<file path="src/rtl/req_ack_pkg.sv">
// rtl/req_ack_pkg.sv - shared types and constants for the request/acknowledge responder
// Contents:
//   state_t     controller state encoding (IDLE / WAIT / ACK)
//   CNT_W       width of the head delay counter
//   delay_load  value loaded into the delay counter when an entry becomes head
package req_ack_pkg;

    typedef enum logic [1:0] {
        IDLE = 2'd0,
        WAIT = 2'd1,
        ACK  = 2'd2
    } state_t;

    localparam int CNT_W = 4;

    // The counter covers the WAIT cycles only: an entry that becomes head
    // spends ack_delay-1 cycles in WAIT (counter ack_delay-2 down to 0)
    // before the ACK cycle. A delay of 1 skips WAIT entirely.
    function automatic logic [CNT_W-1:0] delay_load(input int ack_delay);
        return (ack_delay >= 2) ? CNT_W'(ack_delay - 2) : '0;
    endfunction

endpackage

</file>
<file path="src/rtl/req_ack_fifo.sv">
// rtl/req_ack_fifo.sv - in-order payload FIFO for outstanding requests
// Ports:
//   clk, rst_n    clock, asynchronous active-low reset
//   push, wdata   write request and payload (taken when not full or popping)
//   pop, rdata    read request; rdata shows the head entry combinationally
//   level         registered occupancy, 0..DEPTH
//   full, empty   occupancy flags
module req_ack_fifo #(
    parameter int DW    = 32,
    parameter int DEPTH = 4
) (
    input  logic                       clk,
    input  logic                       rst_n,
    input  logic                       push,
    input  logic                       pop,
    input  logic [DW-1:0]              wdata,
    output logic [DW-1:0]              rdata,
    output logic [$clog2(DEPTH+1)-1:0] level,
    output logic                       full,
    output logic                       empty
);

    localparam int AW = $clog2(DEPTH);
    localparam int LW = $clog2(DEPTH + 1);

    logic [DW-1:0] mem [DEPTH];
    logic [AW-1:0] wptr;
    logic [AW-1:0] rptr;
    logic          do_push;
    logic          do_pop;

    assign empty   = (level == '0);
    assign full    = (level == LW'(DEPTH));
    assign do_pop  = pop && !empty;
    // A full FIFO still takes a write when the head leaves in the same cycle.
    assign do_push = push && (!full || do_pop);
    assign rdata   = mem[rptr];

    // DEPTH is a power of two, so the pointers wrap naturally.
    always_ff @(posedge clk or negedge rst_n) begin
        if (!rst_n) begin
            wptr  <= '0;
            rptr  <= '0;
            level <= '0;
        end else begin
            if (do_push) begin
                wptr <= wptr + 1'b1;
            end
            if (do_pop) begin
                rptr <= rptr + 1'b1;
            end
            case ({do_push, do_pop})
                2'b10:   level <= level + 1'b1;
                2'b01:   level <= level - 1'b1;
                default: level <= level;
            endcase
        end
    end

    always_ff @(posedge clk) begin
        if (do_push) begin
            mem[wptr] <= wdata;
        end
    end

endmodule

</file>
<file path="src/rtl/req_ack_responder.sv">
// rtl/req_ack_responder.sv - buffers request pulses and answers each with a delayed ack pulse
// Ports:
//   clk, reset_l   clock, asynchronous active-low reset
//   bus_req        single-cycle request strobe, bus_data valid alongside
//   bus_data       request payload
//   bus_ack        single-cycle acknowledge, one per accepted request, in order
//   ack_data       payload of the acknowledged request, zero otherwise
//   busy           a request is outstanding
//   level          number of outstanding requests
//   overflow_err   sticky: a request was dropped because the buffer was full
module req_ack_responder
    import req_ack_pkg::*;
#(
    parameter int DW        = 32,
    parameter int DEPTH     = 4,
    parameter int ACK_DELAY = 2
) (
    input  logic                       clk,
    input  logic                       reset_l,
    input  logic                       bus_req,
    input  logic [DW-1:0]              bus_data,
    output logic                       bus_ack,
    output logic [DW-1:0]              ack_data,
    output logic                       busy,
    output logic [$clog2(DEPTH+1)-1:0] level,
    output logic                       overflow_err
);

    localparam int LW = $clog2(DEPTH + 1);
    // With a one-cycle delay an entry that becomes head is acked immediately.
    localparam state_t           FIRST = (ACK_DELAY == 1) ? ACK : WAIT;
    localparam logic [CNT_W-1:0] LOAD  = delay_load(ACK_DELAY);

    state_t           state_q;
    state_t           state_d;
    logic [CNT_W-1:0] cnt_q;
    logic [CNT_W-1:0] cnt_d;
    logic [1:0]       run_q;
    logic             run;
    logic             pop;
    logic             accept;
    logic             fifo_full;
    logic             fifo_empty;
    logic [DW-1:0]    fifo_rdata;

    // Release of reset is retimed through two flops; requests are ignored
    // until it has propagated, so the first acceptance is at least two
    // edges after release.
    always_ff @(posedge clk or negedge reset_l) begin
        if (!reset_l) begin
            run_q <= '0;
        end else begin
            run_q <= {run_q[0], 1'b1};
        end
    end
    assign run = run_q[1];

    assign pop    = (state_q == ACK);
    assign accept = run && bus_req && (!fifo_full || pop);

    req_ack_fifo #(
        .DW    (DW),
        .DEPTH (DEPTH)
    ) u_fifo (
        .clk   (clk),
        .rst_n (reset_l),
        .push  (accept),
        .pop   (pop),
        .wdata (bus_data),
        .rdata (fifo_rdata),
        .level (level),
        .full  (fifo_full),
        .empty (fifo_empty)
    );

    always_ff @(posedge clk or negedge reset_l) begin
        if (!reset_l) begin
            state_q      <= IDLE;
            cnt_q        <= '0;
            overflow_err <= 1'b0;
        end else begin
            state_q <= state_d;
            cnt_q   <= cnt_d;
            if (run && bus_req && !accept) begin
                overflow_err <= 1'b1;
            end
        end
    end

    always_comb begin
        state_d = state_q;
        cnt_d   = cnt_q;
        case (state_q)
            IDLE: begin
                if (accept) begin
                    state_d = FIRST;
                    cnt_d   = LOAD;
                end
            end
            WAIT: begin
                if (cnt_q == '0) begin
                    state_d = ACK;
                end else begin
                    cnt_d = cnt_q - 1'b1;
                end
            end
            ACK: begin
                // The next entry becomes head now; its delay starts from this
                // ack, which also covers a request pushed in this same cycle.
                if (accept || (!fifo_empty && level != LW'(1))) begin
                    state_d = FIRST;
                    cnt_d   = LOAD;
                end else begin
                    state_d = IDLE;
                    cnt_d   = '0;
                end
            end
            default: begin
                state_d = IDLE;
                cnt_d   = '0;
            end
        endcase
    end

    assign bus_ack  = (state_q == ACK);
    assign ack_data = (state_q == ACK) ? fifo_rdata : '0;
    assign busy     = (state_q != IDLE);

endmodule
</file>
<file path="config.mk">
export PLATFORM = sky130hd
export DESIGN_NAME = req_ack_responder
export DESIGN_NICKNAME = d
export VERILOG_FILES = /design/src/rtl/req_ack_pkg.sv /design/src/rtl/req_ack_fifo.sv /design/src/rtl/req_ack_responder.sv
export SDC_FILE = /design/constraint.sdc
export NUM_CORES = 1
export LEC_CHECK = 0
export CAP_MARGIN = 20
export CORE_MARGIN = 2
export CORE_UTILIZATION = 30
export CTS_CLUSTER_DIAMETER = 200
export DETAILED_ROUTE_END_ITERATION = 8
export HOLD_SLACK_MARGIN = 0.02
export PLACE_DENSITY_LB_ADDON = 0.1
export SYNTH_ARGS = -nofsm -noshare
export SYNTH_HDL_FRONTEND = slang
export SYNTH_SLANG_ARGS = --single-unit
export TNS_END_PERCENT = 100
</file>
<file path="constraint.sdc">
create_clock -name clk -period 6.6 [get_ports clk]
set_clock_uncertainty 0.1 [all_clocks]
set_input_delay 1.32 -clock clk [delete_from_list [all_inputs] [get_ports clk]]
set_output_delay 1.32 -clock clk [all_outputs]
set_load 0.05 [all_outputs]
</file>
==> results of run 1 <==
-- worst max-delay path: cells and delay by family (launching register included) --
kind | cells | cell delay (ns)
flip-flops | 1 | 0.97
multiplexers | 1 | 0.52
AND/OR/NAND/NOR | 1 | 0.18
buffers and inverters | 2 | 1.04
-- power groups by stage --
stage / registers [W] / clock network [W] / logic (W)
6_report: 0.00125 / 0.000847 / 0.000932
5_1_grt: 0.00128 / 0.000909 / 0.00101
4_1_cts: 0.00126 / 0.000872 / 0.000953
3_5_place_dp: 0.00128 / 0 / 0.000949
3_3_place_gp: 0.00128 / 0 / 0.000948
2_1_floorplan: 0.00120 / 0 / 0.000751
-- final timing paths --
kind,startpoint,end,slack (ns)
max reg2reg,u_fifo.level[0]$_DFFE_PN0P_,u_fifo.mem[0][10]$_DFFE_PP_,4.12
max in group asynchronous,reset_l,u_fifo.rptr[1]$_DFFE_PN0P_,4.63
max,u_fifo.rptr[0]$_DFFE_PN0P_,ack_data[10],2.02
min,run_q[0]$_DFF_PN0_,run_q[1]$_DFF_PN0_,0.25
min reg2reg,run_q[0]$_DFF_PN0_,run_q[1]$_DFF_PN0_,0.25
min in group asynchronous,reset_l,cnt_q[1]$_DFFE_PN0P_,1.25
-- metrics by stage --
step	total power, W	hold WS (ns)
finish	0.00303	0.249
CTS	0.00309	0.251
global route	0.00319	0.260
global placement	0.00223	0.235
detailed placement	0.00223	0.243
floorplan	0.00195	0.231
-- flip-flops by register name (all words and copies together), names as in the netlist --
register	cells
u_fifo.mem	128
cnt_q	4
u_fifo.level	3
run_q	2
state_q	2
u_fifo.rptr	2
u_fifo.wptr	2
overflow_err	1
-- cells in the final DEF (no fill, tap or decap) --
master and instances:
clkinv_2 6, and2_1 33, or3b_1 1, mux2i_1 1, o21ai_0 3, xor2_1 1, a21oi_1 2, nor2b_1 3
mux4_1 4, diode_2 1, xnor2_1 5, o32ai_1 1, dfrtp_1 14, nand2b_1 4, o21bai_1 1, o22ai_1 1
nor3_1 1, conb_1 1, ha_1 11, inv_1 10, nand3b_1 1, o221ai_1 2, and2_2 4, nor2_1 5
clkinv_1 2, nand2_1 8, a31oi_1 1, bufinv_16 1, mux2_2 1, clkbuf_16 17, mux4_2 28, edfxtp_1 128
o211ai_1 1, nand3_1 3, buf_4 3, clkdlybuf4s50_1 72, clkbuf_1 6, dfrtp_2 2
-- layout make-up --
type                       count  share of cell area
clock inverter                 9             0.00930
antenna                        1            0.000344
inverter                      10             0.00517
tap                          260              0.0448
sequential                   144               0.584
multi-input combinational    127               0.192
timing repair buffer          75               0.102
clock buffer                  23              0.0616
-- cell families (layout without fill, tap and decap cells) --
logic type      after synthesis  after routing  share of synthesized area
xor+xnor                      6              6                    0.00909
compound gates               12             12                     0.0136
simple gates                 63             63                     0.0623
other cells                   1              2                   0.000649
mux                          34             34                      0.131
buf+inv                      22            117                     0.0253
flops                       144            144                      0.734
fa+ha+maj                    11             11                     0.0238
-- layer usage --
metal  GRT usage  up-vias  part of all wire
met3      0.0429       12             0.047
li1            -     1304                 -
met4      0.0469        0             0.012
met1       0.146     1456              0.45
met2       0.190       64              0.49
met5           0        -                 0
==> impl_results.md, run 1 <==
* Status: finished, final reports clean
* Seq pwr share at 0.413
* Worst-Margin Slew at around 0.96 ns
* Gate power share at 0.308
* Clk Latency, worst-skew pair at about 0.4 ns
* Cell variety after synth at 33
* Vias/cell at ~4.4
* Count leader, synth: edfxtp_1
* Final Setup Violations at 0
* Critical path peak fanout at 27
* Synth Cell Area at 0.00578 sq mm
* Top achievable clock speed at 0.219 GHz
* Area of the multi-input gates at 0.00140 sq mm
* Vias in the first global route at 3098
* GRT Overall Usage at 0.118
* CTS max path bufs at 2
* Root buf cell: clkbuf_16
* Number of enable flip-flop cells after synthesis at roughly 130
* Worst hold path type: register to register
* Die H at between 100 and 150 um
* Final wirelength at between 10 and 15 mm
* Mean routed wirelength per cell at 17.2 um
* Max-cap violations at 0
* Post-synth top area share at 0.665
* Normalized max-slew margin at 0.362
* Worst setup EP type: output pin
* Synthesized net count at 339
* CTS H-tree lvls at 4
* Fin. Hold Viols at 0
* Pre-CTS WS at approximately 2.4 ns
* Inst Count DP at 616
* Switching pwr at 0.000992 W
* Post-CTS setup buffers at 0
* Global-route wire length before repair at ~17 mm
* DRT iter0 DRCs at 216
* RSZ-0062 raised after global routing: no
* Mapped Cells at 293
* Cts hold-fix bufs at 0
* Layout net count at 421
* Initial antenna violation count at 1
* Placer Congestion at 0.675
* Via count at 2836
* Max stage delay on crit path at 0.97 ns
* Syn. warnings at 0
* Asr flop ratio synth at 0.111
* Power density cells at 417 mW/mm^2
* R2R cell count at 4
* Cell Area, Placed at 0.00675 sq mm
* CTS resizes at 0
* Std-Cell Rows at 50
* Setup TNS at 0 ns
* Post-synth top cells: edfxtp_1 (128), and2_1 (37), mux4_2 (28)
* Mapped Avg Cell Area at ~20 sq um
* Final instance area at 0.00727 sq mm
* Clock sinks at between 100 and 150
* Pin count of the biggest net entering global routing at 34
* Layout cell share with drive strength beyond 1 at 0.160
* Top cells by area, synth: edfxtp_1 (66%), mux4_2 (11%), dfrtp_1 (6.9%)
* Clk slew on worst S/H paths at around 0.060 ns
* Flip-flop and latch area at approximately 0.0042 sq mm
* DRT Pass-1 Iters at 4
* I/O pin cnt at 73
* Switching share of total power at 0.327
* Post-layout min period at around 4.6 ns
* Residual DRC at 0
* Period Utilization, post-route at 0.693
* Synth Register Bits at 144
* Filler cells at about 1700
* Startpoint types: register
* Sequential fraction of the synthesis area at 0.734
* Fin. max-slew vios at 0
* Leading area contributor after synthesis: edfxtp_1
* Design internal power at 0.00204 W
* Core ar. at 0.0188 sq mm
* GR Overflow Total at 0
* Cells along the critical path: buf_4, mux4_2, and2_1, clkdlybuf4s50_1
* Layout Cells excl Fill at 649
* Kind of critical path: register to output pin
* Die area at 0.0204 sq mm
* IO buf count at 72
* VDD IR max at 0.162 mV
* Final worst slack at about 2.0 ns
* CTS Buf Count at 17
* Synth Flop Type: edfxtp_1
* Worst EP arrival at 3.16 ns
* Worst Path Required at roughly 5.2 ns
* Area Overhead vs Synth at 25.7%
* Slowest-stage cell, CP: dfrtp_2
* Initial Util at 0.307
* DP Wirelength at between 6 and 7 mm
* Clock share of power at 0.279
* Hold Path Depth at 0
* Antenna-violating nets left at 0
* CTS tree: yes
* Final core occ at 0.386
* Leak at 2.44 nW
* Die Wd at 143 um
No activity file was read; power rests on OpenSTA's default activity.
==> inputs of run 2 (changes only) <==
==> constraint.sdc (replaced) <==
create_clock -name clk -period 4.6 [get_ports clk]
set_clock_uncertainty 0.1 [all_clocks]
set_input_delay 0.92 -clock clk [delete_from_list [all_inputs] [get_ports clk]]
set_output_delay 0.92 -clock clk [all_outputs]
set_load 0.05 [all_outputs]
==> impl_results.md, run 2 (synthesis gave the netlist of run 1 again) <==
* Worst R2R Setup Slack at 2.37 ns (was 4.12 ns)
* Worst-Margin Slew at 0.774 ns (was 0.958 ns)
* Initial Util at 0.307 (unchanged)
* DRT Pass-1 Iters at 4 (unchanged)
* Worst EP arrival at 2.80 ns (was 3.16 ns)
* Normalized max-slew margin at 0.482 (was 0.362)
* Seq pwr share at 0.386 (was 0.413)
* Gate power share at 0.340 (was 0.308)
* Root buf cell: clkbuf_16 (unchanged)
* Clk Latency, worst-skew pair at 0.40 ns (was 0.41 ns)
* Design internal power at 0.00295 W (was 0.00204 W)
* Clock sinks at 144 (unchanged)
* Post-CTS setup buffers at 0 (unchanged)
* Die H at 143 um (unchanged)
* Worst Path Required at 3.58 ns (was 5.18 ns)
* Final Setup Violations at 0 (unchanged)
* Largest regs: u_fifo.mem: 128 flops, cnt_q: 4 flops, u_fifo.level: 3 flops (unchanged)
* Cells along the critical path: buf_12, mux4_1, and2_1, clkdlybuf4s50_1 (was buf_4, mux4_2, and2_1, clkdlybuf4s50_1)
* Switching pwr at 0.00142 W (was 0.000992 W)
* Core ar. at 0.0188 sq mm (unchanged)
* Max stage delay on crit path at 0.69 ns (was 0.97 ns)
* Clock share of power at 0.274 (was 0.279)
* Die area at 0.0204 sq mm (unchanged)
* Fin. Hold Viols at 0 (unchanged)
* CTS resizes at 0 (unchanged)
* Die Wd at 143 um (unchanged)
* Period Utilization, post-route at 0.831
* # diodes at 0 (was 1)
* IO buf count at 72 (unchanged)
* Status: finished, final reports clean (unchanged)
* Final wirelength at 11.2 mm (about the same)
* Placer Congestion at 0.692 (was 0.675)
* VDD IR max at 0.327 mV (was 0.162 mV)
* Top achievable clock speed at 0.261 GHz
* Std-Cell Rows at 50 (unchanged)
* Critical path peak fanout at 24 (was 27)
* Slowest-stage cell, CP: clkdlybuf4s50_1 (was dfrtp_2)
* RR Endpoint: u_fifo.mem[0][10]$_DFFE_PP_ (unchanged)
* Global-route wire length before repair at 17.0 mm (was 17.4 mm)
* Biggest register: u_fifo.mem (unchanged)
* CTS H-tree lvls at 4 (unchanged)
* Layout net count at 427 (was 421)
* Worst reg2reg startpoint: u_fifo.level[0]$_DFFE_PN0P_ (unchanged)
* Final worst slack at 0.775 ns (was 2.02 ns)
* Vias in the first global route at 2994 (was 3098)
* Startpoint types: register (unchanged)
* R2R cell count at 6 (was 4)
* Crit path launch: u_fifo.rptr[0]$_DFFE_PN0P_ (unchanged)
* CTS tree: yes (unchanged)
* Vias/cell at 4.40 (was 4.37)
* Total power draw at 0.00438 W (was 0.00303 W)
* DRT iter0 DRCs at 92 (was 216)
* Worst setup EP type: output pin (unchanged)
* Max reg flops at 128 (unchanged)
* Kind of critical path: register to output pin (unchanged)
* GR Overflow Total at 0 (unchanged)
* Most common cell after layout, fill and taps aside: edfxtp_1 (unchanged)
* Setup crit end: ack_data[0] (was ack_data[10])
* Max-cap violations at 0 (unchanged)
* Worst hold path type: register to register (unchanged)
* DP Wirelength at 6.77 mm (was 6.51 mm)
* Cts hold-fix bufs at 0 (unchanged)
* RSZ-0062 raised after global routing: no (unchanged)
* Setup TNS at 0 ns (unchanged)
* Residual DRC at 0 (unchanged)
* Layout cell share with drive strength beyond 1 at 0.176 (was 0.160)
* Pin count of the biggest net entering global routing at 34 (unchanged)
* Commonest non-fill, non-tap cells in the layout: edfxtp_1 (128), clkdlybuf4s50_1 (72), and2_1 (33), mux4_2 (28), clkbuf_16 (17) (unchanged)
* Power density cells at 597 mW/mm^2 (was 417 mW/mm^2)
* CTS max path bufs at 2 (unchanged)
* Antenna-violating nets left at 0 (unchanged)
* Mean routed wirelength per cell at 17.1 um (was 17.2 um)
* Via count at 2867 (was 2836)
* Initial antenna violation count at 2 (was 1)
* Fin. max-slew vios at 0 (unchanged)
* Leak at 2.48 nW (was 2.44 nW)
* Area Overhead vs Synth at 26.8% (was 25.7%)
* Clk slew on worst S/H paths at 0.05 ns (was 0.06 ns)
* Post-layout min period at 3.82 ns
* CTS Buf Count at 17 (unchanged)
* Pre-CTS WS at 1.10 ns (was 2.37 ns)
* GRT Overall Usage at 0.116 (was 0.118)
* Switching share of total power at 0.325 (was 0.327)
* I/O pin cnt at 73 (unchanged)
==> run 2: area by class of cell <==
class,instances,area [sq um]
timing repair buffer,81,813
fill,1735,11500
sequential,144,4250
clock inverter,8,67.6
multi-input combinational,127,1400
tap,260,325
inverter,10,37.5
clock buffer,22,444
==> run 2: worst min path at each step <==
stage	cells past startpoint	from	slack, ns	end
2_1_floorplan	0	run_q[0]$_DFF_PN0_	0.23	run_q[1]$_DFF_PN0_
3_3_place_gp	0	run_q[0]$_DFF_PN0_	0.24	run_q[1]$_DFF_PN0_
3_5_place_dp	0	run_q[0]$_DFF_PN0_	0.24	run_q[1]$_DFF_PN0_
4_1_cts	0	run_q[0]$_DFF_PN0_	0.26	run_q[1]$_DFF_PN0_
5_1_grt	0	run_q[0]$_DFF_PN0_	0.27	run_q[1]$_DFF_PN0_
6_report	0	run_q[0]$_DFF_PN0_	0.26	run_q[1]$_DFF_PN0_
==> run 2: critical path: cells and delay by family, from the launching register on <==
family	cells	cell delay [ns]
simple gates	1	0.18
mux	1	0.63
flops	1	0.60
buf+inv	2	0.98
==> run 2: metrics by stage <==
step                      hold slack [ns]   util  instance area [sq um]  std cells
final                               0.257  0.389                   7330        652
after global routing                0.267  0.389                   7330        652
after CTS                           0.259  0.389                   7330        652
after detailed placement            0.237  0.362                   6820        622
after global placement              0.242  0.362                   6820        622
after floorplan                     0.231      -                   5780        293
==> run 2: power groups by stage <==
stage                     Combinational, W  Sequential [W]  Clock [W]
final                              0.00149         0.00169    0.00120
after global routing               0.00160         0.00171    0.00129
after CTS                          0.00153         0.00169    0.00124
after detailed placement           0.00153         0.00172          0
after global placement             0.00153         0.00171          0
after floorplan                    0.00108         0.00172          0
==> run 2: metal layers <==
metal,vias up,share of wire,GRT usage
met5,-,0.0012,0
met4,2,0.0095,0.0360
met3,12,0.058,0.0419
met2,73,0.47,0.180
met1,1471,0.46,0.153
li1,1309,-,-
==> inputs of run 3 (changes only) <==
==> constraint.sdc (replaced) <==
create_clock -name clk -period 3.4 [get_ports clk]
set_clock_uncertainty 0.1 [all_clocks]
set_input_delay 0.68 -clock clk [delete_from_list [all_inputs] [get_ports clk]]
set_output_delay 0.68 -clock clk [all_outputs]
set_load 0.05 [all_outputs]
==> impl_results.md, run 3 (synthesis gave the netlist of run 1 again) <==
* Buffers and inverters on the worst path at 2 (unchanged)
* Die H at 143 um (unchanged)
* Worst reg2reg startpoint: u_fifo.level[0]$_DFFE_PN0P_ (unchanged)
* Slowest-stage cell, CP: mux4_1 (was clkdlybuf4s50_1)
* Post-layout min period at about 3.0 ns
* Root buf cell: clkbuf_16 (unchanged)
* Clock share of power at 0.296 (was 0.274)
* Fin. Hold Viols at 0 (unchanged)
* Vias in the first global route at 3129 (was 2994)
* Fin. max-slew vios at 0 (unchanged)
* Placer Congestion at 0.707 (was 0.692)
* Layout net count at 427 (unchanged)
* Crit path launch: u_fifo.rptr[0]$_DFFE_PN0P_ (unchanged)
* Kind of critical path: register to output pin (unchanged)
* RSZ-0062 raised after global routing: no (unchanged)
* GRT Overall Usage at 0.119 (was 0.116)
* Residual DRC at 0 (unchanged)
* Layout cell share with drive strength beyond 1 at 0.270 (was 0.176)
* Die Wd at 143 um (unchanged)
* Setup TNS at 0 ns (unchanged)
* Cell Area, Placed at 0.00680 sq mm (was 0.00682 sq mm)
* Initial antenna violation count at 0 (was 2)
* Worst-Margin Slew at 0.810 ns (was 0.774 ns)
* Post-CTS setup buffers at 0 (unchanged)
* CP top delay family: multiplexers (was buffers and inverters)
* Most common cell after layout, fill and taps aside: edfxtp_1 (unchanged)
* Final Setup Violations at 0 (unchanged)
* Core ar. at 0.0188 sq mm (unchanged)
* VDD IR max at 0.353 mV (was 0.327 mV)
* Mean routed wirelength per cell at 17.2 um (was 17.1 um)
* Seq pwr share at 0.383 (was 0.386)
* Biggest register: u_fifo.mem (unchanged)
* CTS Buf Count at 17 (unchanged)
* CTS max path bufs at 2 (unchanged)
* Critical path peak fanout at 27 (was 24)
* Global-route wire length before repair at 17.3 mm (was 17.0 mm)
* Max reg flops at 128 (unchanged)
* Area Overhead vs Synth at 27.6% (was 26.8%)
* Final wirelength at 11.2 mm (about the same)
* Leak at 2.58 nW (was 2.48 nW)
* Antenna-violating nets left at 0 (unchanged)
* Commonest non-fill, non-tap cells in the layout: edfxtp_1 (128), clkdlybuf4s50_1 (39), buf_4 (35), and2_1 (33), mux4_2 (28) (was edfxtp_1 (128), clkdlybuf4s50_1 (72), and2_1 (33), mux4_2 (28), clkbuf_16 (17))
* Gate power share at 0.322 (was 0.340)
* Via count at 2830 (was 2867)
* Vias/cell at 4.33 (was 4.40)
* Power density cells at 827 mW/mm^2 (was 597 mW/mm^2)
* Largest regs: u_fifo.mem: 128 flops, cnt_q: 4 flops, u_fifo.level: 3 flops (unchanged)
* Design internal power at 0.00413 W (was 0.00295 W)
* I/O pin cnt at 73 (unchanged)
* DRT iter0 DRCs at 85 (was 92)
* CTS H-tree lvls at 4 (unchanged)
* DRT Pass-1 Iters at 4 (unchanged)
* Cts hold-fix bufs at 0 (unchanged)
* Normalized max-slew margin at 0.459 (was 0.482)
* Max-cap violations at 0 (unchanged)
* IO buf count at 72 (unchanged)
* Clk slew on worst S/H paths at 0.06 ns (was 0.05 ns)
* Max stage delay on crit path at 0.59 ns (was 0.69 ns)
* Switching pwr at 0.00196 W (was 0.00142 W)
* Period Utilization, post-route at 0.873
* Startpoint types: register (unchanged)
* Worst EP arrival at 2.19 ns (was 2.80 ns)
* Final instance area at 0.00737 sq mm (was 0.00733 sq mm)
* Worst Path Required at 2.62 ns (was 3.58 ns)
* Worst hold path type: register to register (unchanged)
* Status: finished, final reports clean (unchanged)
* Hold path start: run_q[0]$_DFF_PN0_ (unchanged)
* Clock sinks at 144 (unchanged)
* Pin count of the biggest net entering global routing at 33 (was 34)
* Std-Cell Rows at 50 (unchanged)
* DP Wirelength at 6.82 mm (was 6.77 mm)
* Cells along the critical path: buf_12, mux4_1, and2_1, buf_4 (was buf_12, mux4_1, and2_1, clkdlybuf4s50_1)
* # diodes at 0 (unchanged)
* Initial Util at 0.307 (unchanged)
* GR Overflow Total at 0 (unchanged)
* Final core occ at 0.392 (was 0.389)
* CTS resizes at 0 (unchanged)
* Worst setup EP type: output pin (unchanged)
* Clk Latency, worst-skew pair at 0.42 ns (was 0.40 ns)
* Top achievable clock speed at ~0.34 GHz
* Switching share of total power at 0.322 (was 0.325)
* Die area at 0.0204 sq mm (unchanged)
* CTS tree: yes (unchanged)
## run 3: final cells by class
cell class	count	area, sq um
timing repair buffer	81	793
multi-input combinational	127	1400
inverter	10	37.5
tap	260	325
fill	1731	11500
sequential	144	4250
clock buffer	18	429
clock inverter	13	146
## run 3: metal layers
metal  global-route usage  routed length (um)  up-vias
met3               0.0443                 454       12
li1                     -                   -     1308
met5                    0                   0        -
met2                0.189                5440       58
met4               0.0406                 149        0
met1                0.150                5180     1452
## run 3: path summary, 6_finish.rpt
path                            slack [ns]                           to  cells past startpoint
worst max register to register        1.33  u_fifo.level[2]$_DFFE_PN0P_                      8
max in group asynchronous             2.01   u_fifo.rptr[1]$_DFFE_PN0P_                      1
worst max-delay path                  0.43                  ack_data[2]                      4
min in group asynchronous             0.63     overflow_err$_DFFE_PN0P_                      1
worst min register to register        0.25           run_q[1]$_DFF_PN0_                      0
worst min-delay path                  0.25           run_q[1]$_DFF_PN0_                      0
## run 3: metrics by stage
step	hold WS, ns	worst slack (ns)	power (W)	cells
2_1_floorplan	0.231	0.667	0.00378	293
3_3_place_gp	0.239	0.825	0.00437	622
3_5_place_dp	0.238	0.815	0.00438	622
4_1_cts	0.251	0.364	0.00621	653
5_1_grt	0.258	0.295	0.00641	653
6_report	0.248	0.433	0.00610	653
## run 3: power by group through the flow
stage / clock network (W) / registers (W) / logic [W]
floorplan: 0 / 0.00233 / 0.00146
global placement: 0 / 0.00237 / 0.00200
detailed placement: 0 / 0.00238 / 0.00201
CTS: 0.00186 / 0.00234 / 0.00201
global route: 0.00194 / 0.00236 / 0.00211
finish: 0.00180 / 0.00233 / 0.00196
